$ cat src/rtl/btb_pkg.sv
// rtl/btb_pkg.sv - shared entry type, counter constants and counter helper for the BTB
package btb_pkg;

    localparam int DEF_BTB_INDEX = 4;
    localparam int DEF_IDX_LSB   = 2;
    localparam int DEF_CTR_BITS  = 2;
    localparam int ENTRY_TAG_W   = 32 - DEF_IDX_LSB - DEF_BTB_INDEX;

    typedef struct packed {
        logic                    valid;
        logic [ENTRY_TAG_W-1:0]  tag;
        logic [29:0]             target;
        logic [DEF_CTR_BITS-1:0] ctr;
    } btb_entry_t;

    localparam logic [DEF_CTR_BITS-1:0] CTR_WEAK_TAKEN   = {1'b1, {(DEF_CTR_BITS-1){1'b0}}};
    localparam logic [DEF_CTR_BITS-1:0] CTR_STRONG_TAKEN = '1;

    function automatic logic [DEF_CTR_BITS-1:0] sat_ctr_next(
        input logic [DEF_CTR_BITS-1:0] ctr,
        input logic                    taken
    );
        if (taken) begin
            return (ctr == CTR_STRONG_TAKEN) ? ctr : ctr + DEF_CTR_BITS'(1);
        end
        return (ctr == '0) ? ctr : ctr - DEF_CTR_BITS'(1);
    endfunction

endpackage

$ cat src/rtl/bpred_btb_plru_tree.sv
// rtl/bpred_btb_plru_tree.sv - tree-PLRU victim select and touch update for one BTB set
module plru_tree #(
    parameter  int WAYS = 2,
    localparam int PW   = (WAYS > 1) ? WAYS - 1 : 1,
    localparam int WW   = (WAYS > 1) ? $clog2(WAYS) : 1
) (
    input  logic [PW-1:0] state_i,
    input  logic [WW-1:0] touch_i,
    output logic [WW-1:0] victim_o,
    output logic [PW-1:0] state_o
);

    // A tree bit of 0 points the victim search at its lower half; touching a way
    // points every bit on its path away from it. Outputs stay as separate assigns so
    // the victim never depends on the touch input.
    generate
        if (WAYS == 4) begin : g_four
            assign victim_o   = state_i[0] ? {1'b1, state_i[2]} : {1'b0, state_i[1]};
            assign state_o[0] = ~touch_i[1];
            assign state_o[1] = touch_i[1] ? state_i[1] : ~touch_i[0];
            assign state_o[2] = touch_i[1] ? ~touch_i[0] : state_i[2];
        end else if (WAYS == 2) begin : g_two
            assign victim_o = state_i;
            assign state_o  = ~touch_i;
        end else begin : g_one
            logic unused_touch;
            assign unused_touch = ^touch_i;
            assign victim_o     = '0;
            assign state_o      = state_i;
        end
    endgenerate

endmodule

$ cat src/rtl/bpred_btb.sv
// rtl/bpred_btb.sv - set-associative branch target buffer with PLRU replacement
// Combinational lookup on pc_if; one resolved-branch update per cycle from EX.
module bpred_btb
    import btb_pkg::*;
#(
    parameter int BTB_INDEX = DEF_BTB_INDEX,
    parameter int WAYS      = 2,
    parameter int IDX_LSB   = DEF_IDX_LSB,
    parameter int CTR_BITS  = DEF_CTR_BITS
) (
    input  logic        clk,
    input  logic        rst,
    input  logic [31:0] pc_if,
    output logic        hit,
    output logic        predict_taken,
    output logic [31:0] predicted_pc,
    input  logic        upd_valid,
    input  logic [31:0] upd_pc,
    input  logic        upd_is_jump,
    input  logic        upd_taken,
    input  logic [31:0] upd_target,
    input  logic        flush_all
);

    localparam int SETS  = 1 << BTB_INDEX;
    localparam int TAG_W = 32 - IDX_LSB - BTB_INDEX;
    localparam int WW    = (WAYS > 1) ? $clog2(WAYS) : 1;
    localparam int PW    = (WAYS > 1) ? WAYS - 1 : 1;

    btb_entry_t entry_q [SETS][WAYS];

    logic [BTB_INDEX-1:0] if_idx, upd_idx;
    logic [TAG_W-1:0]     if_tag, upd_tag;
    logic [WAYS-1:0]      if_match, upd_match, upd_invalid;
    logic [WW-1:0]        if_way, upd_way, free_way, victim_way;
    btb_entry_t           upd_entry;
    logic                 if_ctr_msb;
    logic [29:0]          if_target;

    // Ways are scanned downward so the lowest-numbered match or free way wins.
    always_comb begin
        if_idx      = pc_if[IDX_LSB +: BTB_INDEX];
        if_tag      = pc_if[31 -: TAG_W];
        upd_idx     = upd_pc[IDX_LSB +: BTB_INDEX];
        upd_tag     = upd_pc[31 -: TAG_W];
        if_match    = '0;
        upd_match   = '0;
        upd_invalid = '0;
        if_way      = '0;
        upd_way     = '0;
        free_way    = '0;
        for (int w = WAYS - 1; w >= 0; w--) begin
            if_match[w]    = entry_q[if_idx][w].valid && (entry_q[if_idx][w].tag == if_tag);
            upd_match[w]   = entry_q[upd_idx][w].valid && (entry_q[upd_idx][w].tag == upd_tag);
            upd_invalid[w] = !entry_q[upd_idx][w].valid;
            if (if_match[w]) if_way = WW'(w);
            if (upd_match[w]) upd_way = WW'(w);
            if (upd_invalid[w]) free_way = WW'(w);
        end
        if_ctr_msb = entry_q[if_idx][if_way].ctr[CTR_BITS-1];
        if_target  = entry_q[if_idx][if_way].target;
        upd_entry  = entry_q[upd_idx][upd_way];
    end

    assign hit           = |if_match;
    assign predict_taken = hit && if_ctr_msb;
    assign predicted_pc  = predict_taken ? {if_target, 2'b00} : pc_if + 32'd4;

    logic       wr_en_d;
    logic [WW-1:0] wr_way_d;
    btb_entry_t wr_entry_d;

    always_comb begin
        wr_en_d    = 1'b0;
        wr_way_d   = upd_way;
        wr_entry_d = upd_entry;
        if (upd_valid) begin
            if (|upd_match) begin
                wr_en_d = 1'b1;
                if (upd_is_jump) begin
                    wr_entry_d.ctr    = CTR_STRONG_TAKEN;
                    wr_entry_d.target = upd_target[31:2];
                end else begin
                    wr_entry_d.ctr = sat_ctr_next(upd_entry.ctr, upd_taken);
                    if (upd_taken) wr_entry_d.target = upd_target[31:2];
                end
            end else if (upd_taken) begin
                wr_en_d           = 1'b1;
                wr_way_d          = (|upd_invalid) ? free_way : victim_way;
                wr_entry_d.valid  = 1'b1;
                wr_entry_d.tag    = upd_tag;
                wr_entry_d.target = upd_target[31:2];
                wr_entry_d.ctr    = upd_is_jump ? CTR_STRONG_TAKEN : CTR_WEAK_TAKEN;
            end
        end
    end

    always_ff @(posedge clk) begin
        if (rst) begin
            for (int s = 0; s < SETS; s++) begin
                for (int w = 0; w < WAYS; w++) begin
                    entry_q[s][w] <= '0;
                end
            end
        end else if (flush_all) begin
            for (int s = 0; s < SETS; s++) begin
                for (int w = 0; w < WAYS; w++) begin
                    entry_q[s][w].valid <= 1'b0;
                end
            end
        end else if (wr_en_d) begin
            entry_q[upd_idx][wr_way_d] <= wr_entry_d;
        end
    end

    generate
        if (WAYS > 1) begin : g_plru
            logic [PW-1:0] plru_q [SETS];
            logic [PW-1:0] plru_next;

            plru_tree #(.WAYS(WAYS)) u_plru (
                .state_i  (plru_q[upd_idx]),
                .touch_i  (wr_way_d),
                .victim_o (victim_way),
                .state_o  (plru_next)
            );

            // Only EX updates move PLRU; lookups leave it alone.
            always_ff @(posedge clk) begin
                if (rst) begin
                    for (int s = 0; s < SETS; s++) begin
                        plru_q[s] <= '0;
                    end
                end else if (!flush_all && wr_en_d) begin
                    plru_q[upd_idx] <= plru_next;
                end
            end
        end else begin : g_no_plru
            assign victim_way = '0;
        end
    endgenerate

    logic unused_bits;
    assign unused_bits = ^{upd_pc[IDX_LSB-1:0], upd_target[1:0]};

    a_if_single_match: assert property (@(posedge clk) disable iff (rst) $onehot0(if_match));
    a_upd_single_match: assert property (@(posedge clk) disable iff (rst) $onehot0(upd_match));

endmodule

$ cat config.mk
export PLATFORM = sky130hd
export DESIGN_NAME = bpred_btb
export DESIGN_NICKNAME = d
export VERILOG_FILES = /design/src/rtl/btb_pkg.sv /design/src/rtl/bpred_btb_plru_tree.sv /design/src/rtl/bpred_btb.sv
export SDC_FILE = /design/constraint.sdc
export NUM_CORES = 2
export LEC_CHECK = 0
export BUFFER_PORTS_ARGS = -buffer_cell sky130_fd_sc_hd__buf_2
export CAP_MARGIN = 20
export CORE_MARGIN = 2
export CORE_UTILIZATION = 35
export CTS_CLUSTER_DIAMETER = 120
export CTS_CLUSTER_SIZE = 12
export DETAILED_ROUTE_END_ITERATION = 6
export PLACE_DENSITY_LB_ADDON = 0.05
export SLEW_MARGIN = 10
export SYNTH_ARGS = -nofsm -noshare
export SYNTH_HDL_FRONTEND = slang
export SYNTH_SLANG_ARGS = --single-unit
$ cat constraint.sdc
create_clock -name clk -period 8.8 [get_ports clk]
set_input_delay 1.76 -clock clk [delete_from_list [all_inputs] [get_ports clk]]
set_output_delay 1.76 -clock clk [all_outputs]
set_load 0.005 [all_outputs]
Word-level counts from Yosys, hierarchy flattened --
Memories as Yosys holds them, arrays and structs flattened. Cells that the tools add are included.
Storage, ports and cells: register bits after elaboration 0, RAM bits 1904, input port bits 102, memories 2
Memories:
- entry_q | words 16, bits a word 118, read ports 2, clocked after memory_dff 0, write ports 16, RTL line bpred_btb.sv:30 | btb_entry_t entry_q [SETS][WAYS];
- g_plru.plru_q | words 16, bits a word 1, read ports 1, clocked after memory_dff 0, write ports 16, RTL line bpred_btb.sv:118 | logic [PW-1:0] plru_q [SETS];
Cells by class: add/subtract/negate cells 3, $lt $le $gt $ge 4, equal/unequal tests 5, multiplexer cells 86, bitwise logic cells 36, reductions and logical operators 16
Operators by type and width (count):
- $mux W118 | 3
- $mux W59 | 6
- $mux W32 | 6
- $reduce_or A118 Y1 | 1
- $eq A26 B26 Y1 | 4
- $mux W1 | 62
- $demux W59 S1 | 1
- $add A32 B3 Y32 const B | 1
- $or A1 B1 Y1 | 32
- $mux W30 | 1
- $mux W27 | 1
- $mux W2 | 4
- $mux W4 | 2
- $logic_and A1 B1 Y1 | 7
- $ge A2 B2 Y1 const B | 3
- $not A1 Y2 | 3
- $reduce_or A2 Y1 | 3
- $logic_not A1 Y1 | 3
- $add A2 B1 Y2 const B | 1
- $eq A2 B2 Y1 const B | 1
- $logic_not A2 Y1 | 1
- $lt A2 B1 Y1 const B | 1
- $sub A2 B1 Y2 const B | 1
- $not A1 Y1 | 1
- $reduce_or A1 Y1 | 1

Logic depth before layout (Yosys ltp) --
An unclocked memory read counts as a cell.
word-level depth 17, mapped depth 21

Modules after synthesis --
Synthesis repeated with hierarchy kept, for this count alone.
Second synthesis, totals: cells, all modules 7096, area, all modules 102963.8 um^2
By module, submodules not included:
- bpred_btb | times used 1, cells each 7094, area an instance 102952.5 um^2, seq. area each 57174.8 um^2
- plru_tree | times used 1, cells each 2, area an instance 11.3 um^2, seq. area each 0.0 um^2

Least setup slack after synthesis --
OpenSTA, ideal clock, no wires.
kind input to output, from in pc_if[3], to out predicted_pc[10], data arrival time 5.611 ns, slack 1.429 ns, stages on the path 16, path buffers 7, path through buf_2 > buf_4 > buf_2 > buf_2 > buf_2 > clkbuf_1 > mux4_2 > mux4_2 > xnor2_1 > nand2_1 > a211oi_1 > nand4_1 > or4_1 > o21ai_2 > buf_6 > mux2i_1
On the way: longest elaborated chain between the ends 11
Ends and longest elaborated chain:
- start, declared | RTL line bpred_btb.sv:13 | input logic [31:0] pc_if,
- $mem_v2 Z16 W118
- $eq A26 B26 Y1 | RTL line bpred_btb.sv:53 | if_match[w] = entry_q[if_idx][w].valid && (entry_q[if_idx][w].tag == if_tag);
- $logic_and A1 B1 Y1 | RTL line bpred_btb.sv:53
- $mux W1 (2 in a row) | RTL line bpred_btb.sv:56 | if (if_match[w]) if_way = WW'(w);
- $not A1 Y2 (not written as such) | RTL line bpred_btb.sv:60, bpred_btb.sv:61
- $mux W32 (not written as such) (3 in a row) | RTL line bpred_btb.sv:61 | if_target = entry_q[if_idx][if_way].target;
- $logic_and A1 B1 Y1 | RTL line bpred_btb.sv:66 | assign predict_taken = hit && if_ctr_msb;
- $mux W32 (*) | RTL line bpred_btb.sv:67 | assign predicted_pc = predict_taken ? {if_target, 2'b00} : pc_if + 32'd4;
- end, declared | RTL line bpred_btb.sv:16 | output logic [31:0] predicted_pc,
Mark *: on every way between the ends. The rest lies on a longest branch, timed or not. The select of a mux whose other input is x is not followed.

Worst setup path after layout --
from in pc_if[2], to out predicted_pc[20]
Same word-level chain as after synthesis.

==> flow_summary_export.csv <==
group,metric,value,unit
status,outcome,"finished with violations",
status,violations,"design-rule violations",
flow_run,drv_cap,0,
synth,synth_area_leaders,"edfxtp_1 54%, mux4_2 23%, a211oi_1 6.8%, nor2_1 2.7%, mux2i_1 2.6%",
timing,finalSetupTns,0,ps
timing,hold_viol,0,
floorplanning,coreArea,300000,um^2
synth,synthFlopType,"edfxtp_1",
synth,synthCells,7039,
pwr,p_leak,38.95,nW
pwr,irDropWorstVdd,0.0001691,V
synth,yosys.area.top_type,"edfxtp_1",
routing,first_pass_iters,7,
placement,dpl.hpwl,283.9,mm
final_layout,nets,6956,
synth,synth_top_area_share,54.14,%
clocking,cts_buffer_depth,4,
timing,period_share,98.41,%
placement,place_inst,10628,
final_layout,area_growth,11.40,%
floorplanning,row_count,201,
routing,via_per_inst,6.730,
timing,max_slew.worst_pin.slew,1126,ps
pwr,total_power,21.11,mW
global_route,gr-total-overflow,0,
critical_path,crit_arrival,6900,ps
clocking,cts_hold_buf,0,
synth,ys_seq_area_share,54.14,%
pwr,p_switching,5.974,mW
hold_path,hold_class,"register to register",
pwr,internal-power,15.14,mW
global_route,grt_pass1_wl,661.3,mm
synth,async_reset_ff_share,0,%
synth,synth_nets,7142,
pwr,p_clk_share,34.8,%
clocking,worstSkewPairLatency,910,ps
floorplanning,die-area,306100,um^2
timing,max_slew_margin,22.79,%
synth,syn-cell-area,105600,um^2
clocking,h-tree-depth,4,
clocking,numCtsBuffers,181,
global_route,grt_pass1_vias,72246,
floorplanning,die_x,553.3,um
critical_path,cp-end-kind,"output pin",
timing,fin_skew,58.34,ps
pwr,p_sw_share,28.30,%
critical_path,start_kind,"input port",
clocking,cts_setup_buffers,0,
critical_path,critPathMaxFanout,36,
timing,setup-violations-final,0,
critical_path,crit_type,"input port to output pin",
timing,post-route-min-period,8660,ps
placement,io_buffer_count,131,
synth,syn_avg_cell_area,15.00,um^2
clocking,cts_tree,"built",
global_route,grt_max_degree,122,
global_route,track_usage,31.58,%
clocking,root_buffer,"clkbuf_16",
final_layout,fin_cells,10832,
synth,synth-edff-count,1904,
clocking,cts_sinks,1904,
global_route,grt_antenna_before_repair,31,
critical_path,worst_ep_required_time,7040,ps
timing,rsz0062_at_grt,"no",
routing,drc,3,
synth,synth_seq_cells,1904,
routing,num_vias,72899,
timing,finalMaxSlewViolations,0,
floorplanning,pin_count,136,
synth,synth_cell_types,90,
routing,wl,490.6,mm
floorplanning,fp.dieH,553.3,um
routing,ant_nets,0,
floorplanning,start_util,35.20,%
pwr,powerDensity,179.5,nW/um^2
routing,wl_per_cell,45.29,um
final_layout,drive_gt1_share,30.29,%
clocking,path_clk_slew,70,ps
synth,ys_warn_count,0,
pwr,sequentialPowerShare,49.4,%
final_layout,layout_commonest_cell,"edfxtp_1",
routing,drtIter0Drc,10010,
pwr,pwr-share-comb,15.8,%
timing,max_freq,115.5,MHz
placement,gp_congestion,0.8864,
final_layout,final_cell_mix,"1,904 x edfxtp_1, 1,062 x mux4_2, 962 x a211oi_1, 757 x nor2_1, 322 x buf_4",
## through the flow
step / hold WS, ps / utilization, % / cell area (um^2) / setup WS [ps]
2_1_floorplan: 967.6 / - / 105600 / 1429
3_3_place_gp: 1190 / 37.61 / 112900 / 72.13
3_5_place_dp: 1205 / 37.62 / 112900 / 52.82
4_1_cts: 1220 / 39.20 / 117600 / 50.57
5_1_grt: 1300 / 39.21 / 117600 / 69.16
6_report: 1221 / 39.21 / 117600 / 139.7
## Yosys cell counts, drive strengths merged, types with 15 or more instances
master and count:
a221oi 15, nand2 117, mux2i 276, xnor2 95, edfxtp 1904, nand4b 15
nor2b 21, nand2b 38, o21ai 41, nand4 40, nor3 88, a22oi 21
mux4 1062, a21oi 204, clkbuf 564, nor2 762, buf 389, a22o 22
o31ai 15, nand3 33, mux2 29, a211oi 979, xor2 35, inv 75
and3 17, nor4 15
## power groups by stage
stage	clock network, mW	logic [mW]	registers, mW
after global routing	7.73	3.43	10.5
after global placement	0	3.30	10.6
final	7.35	3.34	10.4
after floorplan	0	1.89	10.6
after CTS	7.45	3.31	10.4
after detailed placement	0	3.31	10.6
## registers in the layout (all words and copies together) (netlist names)
signal         flops
g_plru.plru_q     16
entry_q         1888
## what timing repair did
item,4_1_cts,5_1_grt
resized for setup,0,2
endpoints found under the hold margin,0,0
setup endpoints to repair,0,5
## critical path: stages
cell and delay [ps]:
buf_8 310, buf_12 330, mux4_2 560, mux4_2 490
xnor2_1 390, buf_4 210, nand2_1 50, or3b_1 360
or4_1 550, nor4_1 390, nand2_1 160, o21ai_4 120
buf_12 300, mux2i_1 540, buf_2 220
## path summary, 6_finish.rpt
path,start,end,cells after the start,slack [ps]
setup / recovery,pc_if[2],predicted_pc[20],15,140
hold / removal,entry_q[15][17],entry_q[14][76],4,1220
setup reg to reg,entry_q[11][51],entry_q[8][42],12,2750
hold reg to reg,entry_q[15][17],entry_q[14][76],4,1220
## routing by layer
metal	wire length [um]	vias to the layer above	GRT usage (%)
li1	-	28359	-
met1	199700	39891	43.11
met2	230200	3908	50.33
met3	39530	737	5.439
met4	21180	4	11.97
met5	22	-	0
## cell type report
type / instances / area (um^2)
Clock buffer: 183 / 4579
Sequential cell: 1904 / 57170
Fill cell: 27599 / 182400
Multi-Input combinational cell: 4106 / 44680
Inverter: 76 / 300.3
Antenna cell: 11 / 27.53
Timing Repair Buffer: 584 / 5757
Tap cell: 3958 / 4952
Clock inverter: 10 / 162.7
## kinds of logic after synthesis
logic type | Yosys count | synth area share, %
AO/OA/AOI/OAI | 1400 | 9.758
XOR/XNOR | 130 | 1.078
adder cells (fa/ha/maj) | 1 | 0.01185
buffers and inverters | 1029 | 4.317
flip-flops | 1904 | 54.14
multiplexers | 1367 | 25.57
AND/OR/NAND/NOR | 1208 | 5.120
Note: power is estimated with default switching activity, not from simulation.
